$ cat src/rtl/seq_signed_multiplier.sv
// Iterative shift-and-add multiplier producing a full 2*WIDTH-bit product.
// Signed (two's complement) or unsigned operation is selected per transaction.
// Signed operands are reduced to magnitudes, multiplied unsigned, and the
// product sign is restored in a final fix-up cycle.
//
// Ports:
//   clk          rising-edge clock
//   rst_n        asynchronous active-low reset
//   start        request a multiplication (sampled only while idle)
//   signed_mode  1 = two's complement operands, 0 = unsigned (sampled with start)
//   a            multiplicand (sampled with start)
//   b            multiplier (sampled with start)
//   busy         high while a multiplication is in progress
//   done         single-cycle pulse: p holds a new result
//   p            product, held stable between done pulses
module seq_signed_multiplier #(
  parameter int unsigned WIDTH = 8
) (
  input  logic                 clk,
  input  logic                 rst_n,
  input  logic                 start,
  input  logic                 signed_mode,
  input  logic [WIDTH-1:0]     a,
  input  logic [WIDTH-1:0]     b,
  output logic                 busy,
  output logic                 done,
  output logic [2*WIDTH-1:0]   p
);

  localparam int unsigned ProdW = 2 * WIDTH;
  localparam int unsigned CntW  = $clog2(WIDTH);

  typedef enum logic [1:0] {StIdle, StCalc, StFix} state_e;

  state_e             state_q, state_d;
  logic [ProdW-1:0]   mcand_q, mcand_d;
  logic [WIDTH-1:0]   mplier_q, mplier_d;
  logic [ProdW-1:0]   acc_q, acc_d;
  logic [CntW-1:0]    cnt_q, cnt_d;
  logic               neg_q, neg_d;
  logic [ProdW-1:0]   p_q, p_d;
  logic               done_q, done_d;

  logic [WIDTH-1:0]   mag_a, mag_b;

  // The most-negative operand negates to 2^(WIDTH-1), which still fits as
  // an unsigned WIDTH-bit magnitude, so no extra bit is needed.
  always_comb begin
    mag_a = (signed_mode && a[WIDTH-1]) ? (~a + WIDTH'(1)) : a;
    mag_b = (signed_mode && b[WIDTH-1]) ? (~b + WIDTH'(1)) : b;
  end

  always_comb begin
    state_d  = state_q;
    mcand_d  = mcand_q;
    mplier_d = mplier_q;
    acc_d    = acc_q;
    cnt_d    = cnt_q;
    neg_d    = neg_q;
    p_d      = p_q;
    done_d   = 1'b0;

    unique case (state_q)
      StIdle: begin
        if (start) begin
          mcand_d  = ProdW'(mag_a);
          mplier_d = mag_b;
          neg_d    = signed_mode & (a[WIDTH-1] ^ b[WIDTH-1]);
          acc_d    = '0;
          cnt_d    = '0;
          state_d  = StCalc;
        end
      end
      StCalc: begin
        // Multiplicand shifts up as the multiplier shifts down, so bit 0 of
        // mplier_q always pairs with the correctly weighted multiplicand.
        if (mplier_q[0]) begin
          acc_d = acc_q + mcand_q;
        end
        mcand_d  = mcand_q << 1;
        mplier_d = mplier_q >> 1;
        cnt_d    = cnt_q + CntW'(1);
        if (cnt_q == CntW'(WIDTH - 1)) begin
          state_d = StFix;
        end
      end
      StFix: begin
        // Negating a zero accumulator yields zero, so no negative zero.
        p_d     = neg_q ? (~acc_q + ProdW'(1)) : acc_q;
        done_d  = 1'b1;
        state_d = StIdle;
      end
      default: begin
        state_d = StIdle;
      end
    endcase
  end

  always_ff @(posedge clk or negedge rst_n) begin
    if (!rst_n) begin
      state_q  <= StIdle;
      mcand_q  <= '0;
      mplier_q <= '0;
      acc_q    <= '0;
      cnt_q    <= '0;
      neg_q    <= 1'b0;
      p_q      <= '0;
      done_q   <= 1'b0;
    end else begin
      state_q  <= state_d;
      mcand_q  <= mcand_d;
      mplier_q <= mplier_d;
      acc_q    <= acc_d;
      cnt_q    <= cnt_d;
      neg_q    <= neg_d;
      p_q      <= p_d;
      done_q   <= done_d;
    end
  end

  assign busy = (state_q != StIdle);
  assign done = done_q;
  assign p    = p_q;

endmodule

$ cat config.mk
export PLATFORM = sky130hd
export DESIGN_NAME = seq_signed_multiplier
export DESIGN_NICKNAME = d
export VERILOG_FILES = /design/src/rtl/seq_signed_multiplier.sv
export SDC_FILE = /design/constraint.sdc
export NUM_CORES = 1
export LEC_CHECK = 0
export CAP_MARGIN = 20
export CORE_MARGIN = 3
export CORE_UTILIZATION = 55
export CTS_CLUSTER_DIAMETER = 50
export DETAILED_ROUTE_END_ITERATION = 10
export GPL_ROUTABILITY_DRIVEN = 0
export PLACE_DENSITY = 0.89
export SLEW_MARGIN = 20
export SYNTH_ARGS = -nofsm -noshare
export SYNTH_HDL_FRONTEND = slang
export SYNTH_SLANG_ARGS = --single-unit
$ cat constraint.sdc
create_clock -name clk -period 4.1 [get_ports clk]
set_clock_uncertainty 0.1 [all_clocks]
set_input_delay 0.82 -clock clk [delete_from_list [all_inputs] [get_ports clk]]
set_output_delay 0.82 -clock clk [all_outputs]
set_load 0.02 [all_outputs]
==> implementation parameters, run 1 <==
Parameter                              Value

Place
  Pre-CTS setup slack    roughly 1200 ps
  Input/output buffers    37
  Post-placement cell count    approximately 500
  Sum of net half-perimeters after detailed placement    between 5000 and 6000 microns

Worst setup path
  R2R Setup Slk    between 1000 and 1500 ps
  Critical Setup Path Class    reg2reg
  Max stage delay on crit path    around 430 ps
  CP cell instances    ha_1 > inv_1 > fa_1 > nor2b_1 > o21ai_0 > a21boi_0 > o22ai_1 > o21ai_0 > xnor2_1 > o21ai_0
  Source of the worst register-to-register timing path    acc_q[0]$_DFFE_PN0P_
  Worst Path Arrival    between 2000 and 3000 ps
  Critical path endpoint category    register
  Slowest cell on the critical path    sky130_fd_sc_hd__dfrtp_1
  Worst Path Required    4210 ps
  Worst reg2reg path depth    10
  Top cell by count, worst path    sky130_fd_sc_hd__o21ai_0
  Highest fanout seen on the critical path    5
  Kind of launch point of the worst setup path    register
  FF-to-FF End    acc_q[12]$_DFFE_PN0P_

Min path
  Worst hold-check path type    reg2reg
  Worst min-delay path endpoint    p[10]$_DFFE_PN0P_
  Hold path startpoint    p[10]$_DFFE_PN0P_
  Worst Hold Path Cells    2

Power
  Worst IR Drop VDD    0.495 mV
  Overall power    approximately 3.4 mW
  Power density cells    roughly 800 nW/um^2
  Leakage dissipation    around 1.9 nW

Yosys
  Share of the synthesized area in the top cell type    around 43%
  Number of storage elements in the synthesis netlist    63
  Leading register cell type out of synthesis    sky130_fd_sc_hd__dfrtp_1
  Part of the Yosys area used for sequential elements    between 40 and 50%
  Count of distinct cell types in the synthesized netlist    between 40 and 50
  Main area contributors after synthesis    sky130_fd_sc_hd__dfrtp_1 (43%), sky130_fd_sc_hd__o21ai_0 (9.0%), sky130_fd_sc_hd__nand2_1 (7.3%), sky130_fd_sc_hd__ha_1 (6.9%), sky130_fd_sc_hd__xnor2_1 (5.5%)
  Cell area after synthesis    3630 sq um
  Nets in the synthesized netlist    between 400 and 500
  Number of synthesized flops with an enable pin    0
  Count of synthesis-stage warnings from yosys    0
  Avg Synthesized Cell Area    between 9 and 10 sq um
  Gate count of the mapped netlist    399
  Async set-reset flop share out of synthesis    100%
  Most area-hungry cell type in the Yosys netlist    sky130_fd_sc_hd__dfrtp_1

Timing
  Total negative slack    0 ps
  Maximum operating frequency    roughly 370 MHz
  Final Worst Setup Slack    between 1000 and 1500 ps
  Hold Violations, Final    0
  Final worst path period share    roughly two thirds
  Max-slew headroom at the worst pin    ~38%
  Min cycle time layout    between 2000 and 3000 ps
  Max-slew violations    0
  Setup-violating endpoint count in the final report    0
  Slew at the pin closest to its max-slew limit    between 900 and 1000 ps
  Setup repair after global routing missed its margin    false

Cells and area
  Total area of multi-input combinational cells    1970 sq um
  Ant. Diodes    0
  Count of placed standard cells in the final layout, fillers left out    around 500
  Core Util, Final    69.5%
  Total area of sequential cells    roughly 1600 sq um
  Fraction of layout instances using a drive strength above 1    ~5.5%
  Number of nets in the layout    around 480
  Filler cell count in the final layout    just under 500
  Synth-to-Final Area Change    18.1%

CTS
  Root cell of the clock tree    sky130_fd_sc_hd__clkbuf_8
  Latest clock arrival within the worst-skew pair    340 ps
  Maximum buffer depth of the clock tree    2
  Hold-fix buffers, CTS    0
  Number of buffers created by CTS    9
  CTS clk-pin slew, worst paths    70 ps
  Number of H-tree branching levels    3
  Clock Sink Count    63
  Clock tree from TritonCTS    yes
  Count of instances resized after the clock tree is built    0
  Setup fix buffers added after clock tree synthesis    0

Flow run
  Max capacitance violation total    0

Routing
  Wirelength per Cell    around 15 microns
  DR DRC count    0
  Detailed-route via count    roughly 3000
  DRT Wirelength    7590 microns
  Post-route ant nets    0
  Detailed-router iteration count before antenna repair    4
  Number of design-rule violations left by the first detailed-router iteration    268
  Detailed-route vias per instance    about 5.8

Global route
  Global-route wire length before repair    around 13000 microns
  Total congestion overflow    0
  Global routing usage summed across all routing layers    between 20% and 30%
  Antenna violations before repair    0
  Vias in the first global route    2879
  Largest net degree at the start of global routing    35

Status
  Outcome    finished clean

Floorplanning
  Effective utilization at floorplan    ~60%
  Top-Level Pins    38
  Number of core rows    28
  Chip Height    ~87 microns
  Core Box Area    just over 6000 sq um
  Die area    approximately 7600 sq um
  Chip width    between 80 and 90 microns
[layout make-up]
type | instances | area share [%]
Multi-Input combinational cell | 311 | 45.8
Sequential cell | 63 | 36.8
Timing Repair Buffer | 39 | 8.87
Clock buffer | 12 | 3.85
Tap cell | 75 | 2.19
Clock inverter | 3 | 1.52
Inverter | 11 | 0.963
[report_power, final]
group          internal (mW)  leakage [nW]  switching [mW]  total (mW)
Clock                  0.388         0.118           0.227       0.615
Combinational          0.694         0.997           0.897        1.59
Sequential             0.884         0.785           0.261        1.15
[flip-flops by register name (all words and copies together) (netlist names)]
signal / cells
acc_q: 16
mcand_q: 16
p: 16
mplier_q: 8
cnt_q: 3
state_q: 2
done: 1
neg_q: 1
[Yosys cell counts (8+ instances only)]
cell type,count
sky130_fd_sc_hd__ha_1,20
sky130_fd_sc_hd__a22oi_1,12
sky130_fd_sc_hd__inv_1,11
sky130_fd_sc_hd__dfrtp_1,63
sky130_fd_sc_hd__nor2_1,17
sky130_fd_sc_hd__xor2_1,14
sky130_fd_sc_hd__clkbuf_1,11
sky130_fd_sc_hd__nand2_1,71
sky130_fd_sc_hd__o21ai_0,65
sky130_fd_sc_hd__xnor2_1,23
sky130_fd_sc_hd__nor3_1,8
sky130_fd_sc_hd__a21oi_1,12
[critical path, delay by kind of cell, from the launching register on]
kind / cells / cell delay, ps
simple gates: 1 / 130
buf+inv: 1 / 70
xor+xnor: 1 / 140
fa+ha+maj: 2 / 620
flops: 1 / 430
compound gates: 5 / 1060
[cell families after synthesis]
kind of cell | share of synthesized area (%)
adder cells (fa/ha/maj) | 7.44
AND/OR/NAND/NOR | 14.6
XOR/XNOR | 8.92
buffers and inverters | 2.58
multiplexers | 0.827
flip-flops | 43.4
AO/OA/AOI/OAI | 22.3
[worst max-delay path by stage]
stage	endpoint	cells after the start	slack (ps)	startpoint
floorplan	acc_q[12]$_DFFE_PN0P_	10	1830	acc_q[0]$_DFFE_PN0P_
CTS	acc_q[12]$_DFFE_PN0P_	10	1450	acc_q[0]$_DFFE_PN0P_
global placement	acc_q[3]$_DFFE_PN0P_	5	1320	start
finish	acc_q[12]$_DFFE_PN0P_	10	1420	acc_q[0]$_DFFE_PN0P_
detailed placement	acc_q[4]$_DFFE_PN0P_	5	1230	start
global route	acc_q[12]$_DFFE_PN0P_	10	1220	acc_q[0]$_DFFE_PN0P_
[metal layers]
layer | GRT usage (%) | vias to the layer above | share of wire [%]
met5 | 0 | - | 0
met4 | 9.48 | 0 | 1.9
met3 | 4.92 | 14 | 5.8
met2 | 36.0 | 97 | 47
met1 | 27.8 | 1384 | 45
li1 | - | 1490 | -
[per-stage QoR]
step	instance area, sq um	hold WS, ps
3_3_place_gp	4050	360
6_report	4290	376
3_5_place_dp	4050	369
2_1_floorplan	3630	368
4_1_cts	4280	383
5_1_grt	4290	413
[layout by cell type (no fill, tap or decap), types with 6 or more instances in the layout]
| cell type | instances |
|---|---|
| sky130_fd_sc_hd__a21oi_1 | 11 |
| sky130_fd_sc_hd__inv_1 | 11 |
| sky130_fd_sc_hd__ha_1 | 20 |
| sky130_fd_sc_hd__nand2_1 | 71 |
| sky130_fd_sc_hd__a22oi_1 | 12 |
| sky130_fd_sc_hd__dfrtp_1 | 63 |
| sky130_fd_sc_hd__xnor2_1 | 23 |
| sky130_fd_sc_hd__nor3_1 | 8 |
| sky130_fd_sc_hd__nor2_1 | 17 |
| sky130_fd_sc_hd__clkdlybuf4s50_1 | 36 |
| sky130_fd_sc_hd__nand3_1 | 6 |
| sky130_fd_sc_hd__clkbuf_8 | 12 |
| sky130_fd_sc_hd__o21ai_0 | 65 |
| sky130_fd_sc_hd__xor2_1 | 14 |
Note: power is estimated with default switching activity, not from simulation.
==> inputs of run 2 (changes only) <==
clock period = 2.55 ns   (was 4.1 ns; I/O delays follow)
==> run 2 against run 1 <==
Effect of this change:
- worst setup slack got worse by 1300 ps
- power is 63% higher
- maximum frequency rose by 12%
- highest routed layer unchanged
- hold slack gained 2.2 ps
- largest cell class unchanged
- core utilization grew 1.2 points
- sequential cell count unchanged
- global-route usage increased by 0.23 points
- via count rose by 1.9%
- register-to-register slack got worse by 1300 ps
==> implementation parameters, run 2 (same netlist as run 1, synthesis figures left out) <==
Parameter                              Value

Routing
  DR DRC count    0
  Detailed-route via count    ~3000
  DRT Wirelength    just under 8000 microns
  Number of design-rule violations left by the first detailed-router iteration    124
  Post-route ant nets    0
  Detailed-router iteration count before antenna repair    4
  Wirelength per Cell    14.8 microns
  Detailed-route vias per instance    5.81

Global route
  Global-route wire length before repair    between 10000 and 15000 microns
  Antenna violations before repair    0
  Vias in the first global route    3006
  Total congestion overflow    0
  Largest net degree at the start of global routing    34
  Global routing usage summed across all routing layers    between 20 and 25%

Floorplanning
  Core Box Area    between 6000 and 7000 sq um
  Chip Height    between 80 and 90 microns
  Die area    7620 sq um
  Effective utilization at floorplan    between 50% and 60%
  Chip width    just under 90 microns
  Number of core rows    28
  Top-Level Pins    38

CTS
  Maximum buffer depth of the clock tree    2
  Setup fix buffers added after clock tree synthesis    0
  Latest clock arrival within the worst-skew pair    350 ps
  Root cell of the clock tree    sky130_fd_sc_hd__clkbuf_8
  Clock tree from TritonCTS    yes
  Number of H-tree branching levels    3
  Clock Sink Count    63
  CTS clk-pin slew, worst paths    approximately 70 ps
  Number of buffers created by CTS    9

Timing
  Maximum operating frequency    419 MHz
  Setup repair after global routing missed its margin    false
  Min cycle time layout    around 2400 ps
  Final worst path period share    between 90 and 100%
  Max-slew headroom at the worst pin    a little under two fifths
  Hold Violations, Final    0
  Setup-violating endpoint count in the final report    0
  Total negative slack    0 ps
  Slew at the pin closest to its max-slew limit    931 ps
  Max-slew violations    0
  Final Worst Setup Slack    164 ps

Power
  Portion of total power attributed to combinational logic    around 49%
  Clock share of power    a little under a fifth
  Sequential cell fraction of total power    between 30 and 40%
  Power density cells    approximately 1300 nW/um^2
  Overall power    approximately 5.5 mW
  Share of total power consumed by net switching    a little over two fifths
  Psw    2.30 mW
  Worst IR Drop VDD    0.758 mV
  Design internal power    3.16 mW
  Leakage dissipation    1.94 nW

Status
  Outcome    finished clean

Flow run
  Max capacitance violation total    0

Cells and area
  Ant. Diodes    0
  Synth-to-Final Area Change    20.2%
  Most common cell after layout, fill and taps aside    sky130_fd_sc_hd__nand2_1
  Commonest cells after routing, fill and taps aside    sky130_fd_sc_hd__nand2_1 (71), sky130_fd_sc_hd__o21ai_0 (64), sky130_fd_sc_hd__dfrtp_1 (62), sky130_fd_sc_hd__clkdlybuf4s50_1 (36), sky130_fd_sc_hd__xnor2_1 (23)
  Core Util, Final    70.8%
  Count of placed standard cells in the final layout, fillers left out    523
  Fraction of layout instances using a drive strength above 1    around 7.8%
  Number of nets in the layout    approximately 480

Place
  Input/output buffers    37
  Pre-CTS setup slack    between 20 and 25 ps
  Sum of net half-perimeters after detailed placement    between 5000 and 6000 microns
  Post-placement cell count    506

Worst setup path
  R2R Setup Slk    around 160 ps
  Highest fanout seen on the critical path    5
  Worst Path Arrival    2490 ps
  Critical path endpoint category    register
  Worst reg2reg path depth    11
  Kind of launch point of the worst setup path    register
  Worst Path Required    approximately 2700 ps
  Critical Setup Path Class    reg2reg

Min path
  Worst Hold Path Cells    2
  Worst hold-check path type    reg2reg
-- run 2: changes by cell type in the layout (fill, tap and decap cells not counted), sizes merged --
cell and delta:
buf +7, dlygate4sd3 +1, clkinvlp +2, clkbuf -2, inv +1
-- run 2: area by class of cell --
cell class	count	area, sq um
Tap cell	75	93.8
Timing Repair Buffer	47	443
Inverter	11	41.3
Fill cell	466	1800
Clock inverter	6	92.6
Sequential cell	63	1580
Multi-Input combinational cell	311	1980
Clock buffer	10	138
-- run 2: power groups by stage --
stage          Clock (mW)  Sequential [mW]  Combinational (mW)
3_3_place_gp            0             1.79                2.50
6_report            0.988             1.81                2.67
5_1_grt              1.04             1.86                3.00
2_1_floorplan           0             1.87                1.74
4_1_cts              1.00             1.80                2.64
3_5_place_dp            0             1.81                2.60
-- run 2: worst paths after layout --
kind,from,endpoint
min reg2reg,p[7]$_DFFE_PN0P_,p[7]$_DFFE_PN0P_
max in group asynchronous,rst_n,acc_q[0]$_DFFE_PN0P_
min in group asynchronous,rst_n,acc_q[15]$_DFFE_PN0P_
min,p[7]$_DFFE_PN0P_,p[7]$_DFFE_PN0P_
max reg2reg,acc_q[0]$_DFFE_PN0P_,acc_q[6]$_DFFE_PN0P_
max,acc_q[0]$_DFFE_PN0P_,acc_q[6]$_DFFE_PN0P_
-- run 2: repair_timing --
action                     CTS  global route
hold endpoints to repair    15             0
resized for setup            0             6
setup endpoints to repair    0             6
hold buffers                 1             0
-- run 2: layer usage --
| layer | vias to the layer above | wire length (microns) | GRT usage (%) |
|---|---|---|---|
| li1 | 1506 | - | - |
| met2 | 83 | 3720 | 36.8 |
| met1 | 1439 | 3480 | 27.4 |
| met4 | 0 | 145 | 9.48 |
| met5 | - | 0 | 0 |
| met3 | 13 | 371 | 5.68 |
-- run 2: stage by stage --
stage / cell area (sq um) / hold slack, ps
CTS: 4350 / 385
detailed placement: 4110 / 356
floorplan: 3630 / 114
global route: 4360 / 412
finish: 4360 / 378
global placement: 4110 / 356
-- run 2: worst max-delay path, stage by stage, from the launching register on --
cell and delay [ps]:
sky130_fd_sc_hd__dfrtp_2 400, sky130_fd_sc_hd__ha_1 210, sky130_fd_sc_hd__inv_1 70, sky130_fd_sc_hd__fa_1 420
sky130_fd_sc_hd__nor2b_1 120, sky130_fd_sc_hd__o21ai_0 110, sky130_fd_sc_hd__a21boi_1 210, sky130_fd_sc_hd__buf_4 150
sky130_fd_sc_hd__o21ai_0 70, sky130_fd_sc_hd__nand2b_1 110, sky130_fd_sc_hd__xnor2_1 140, sky130_fd_sc_hd__o21ai_0 120
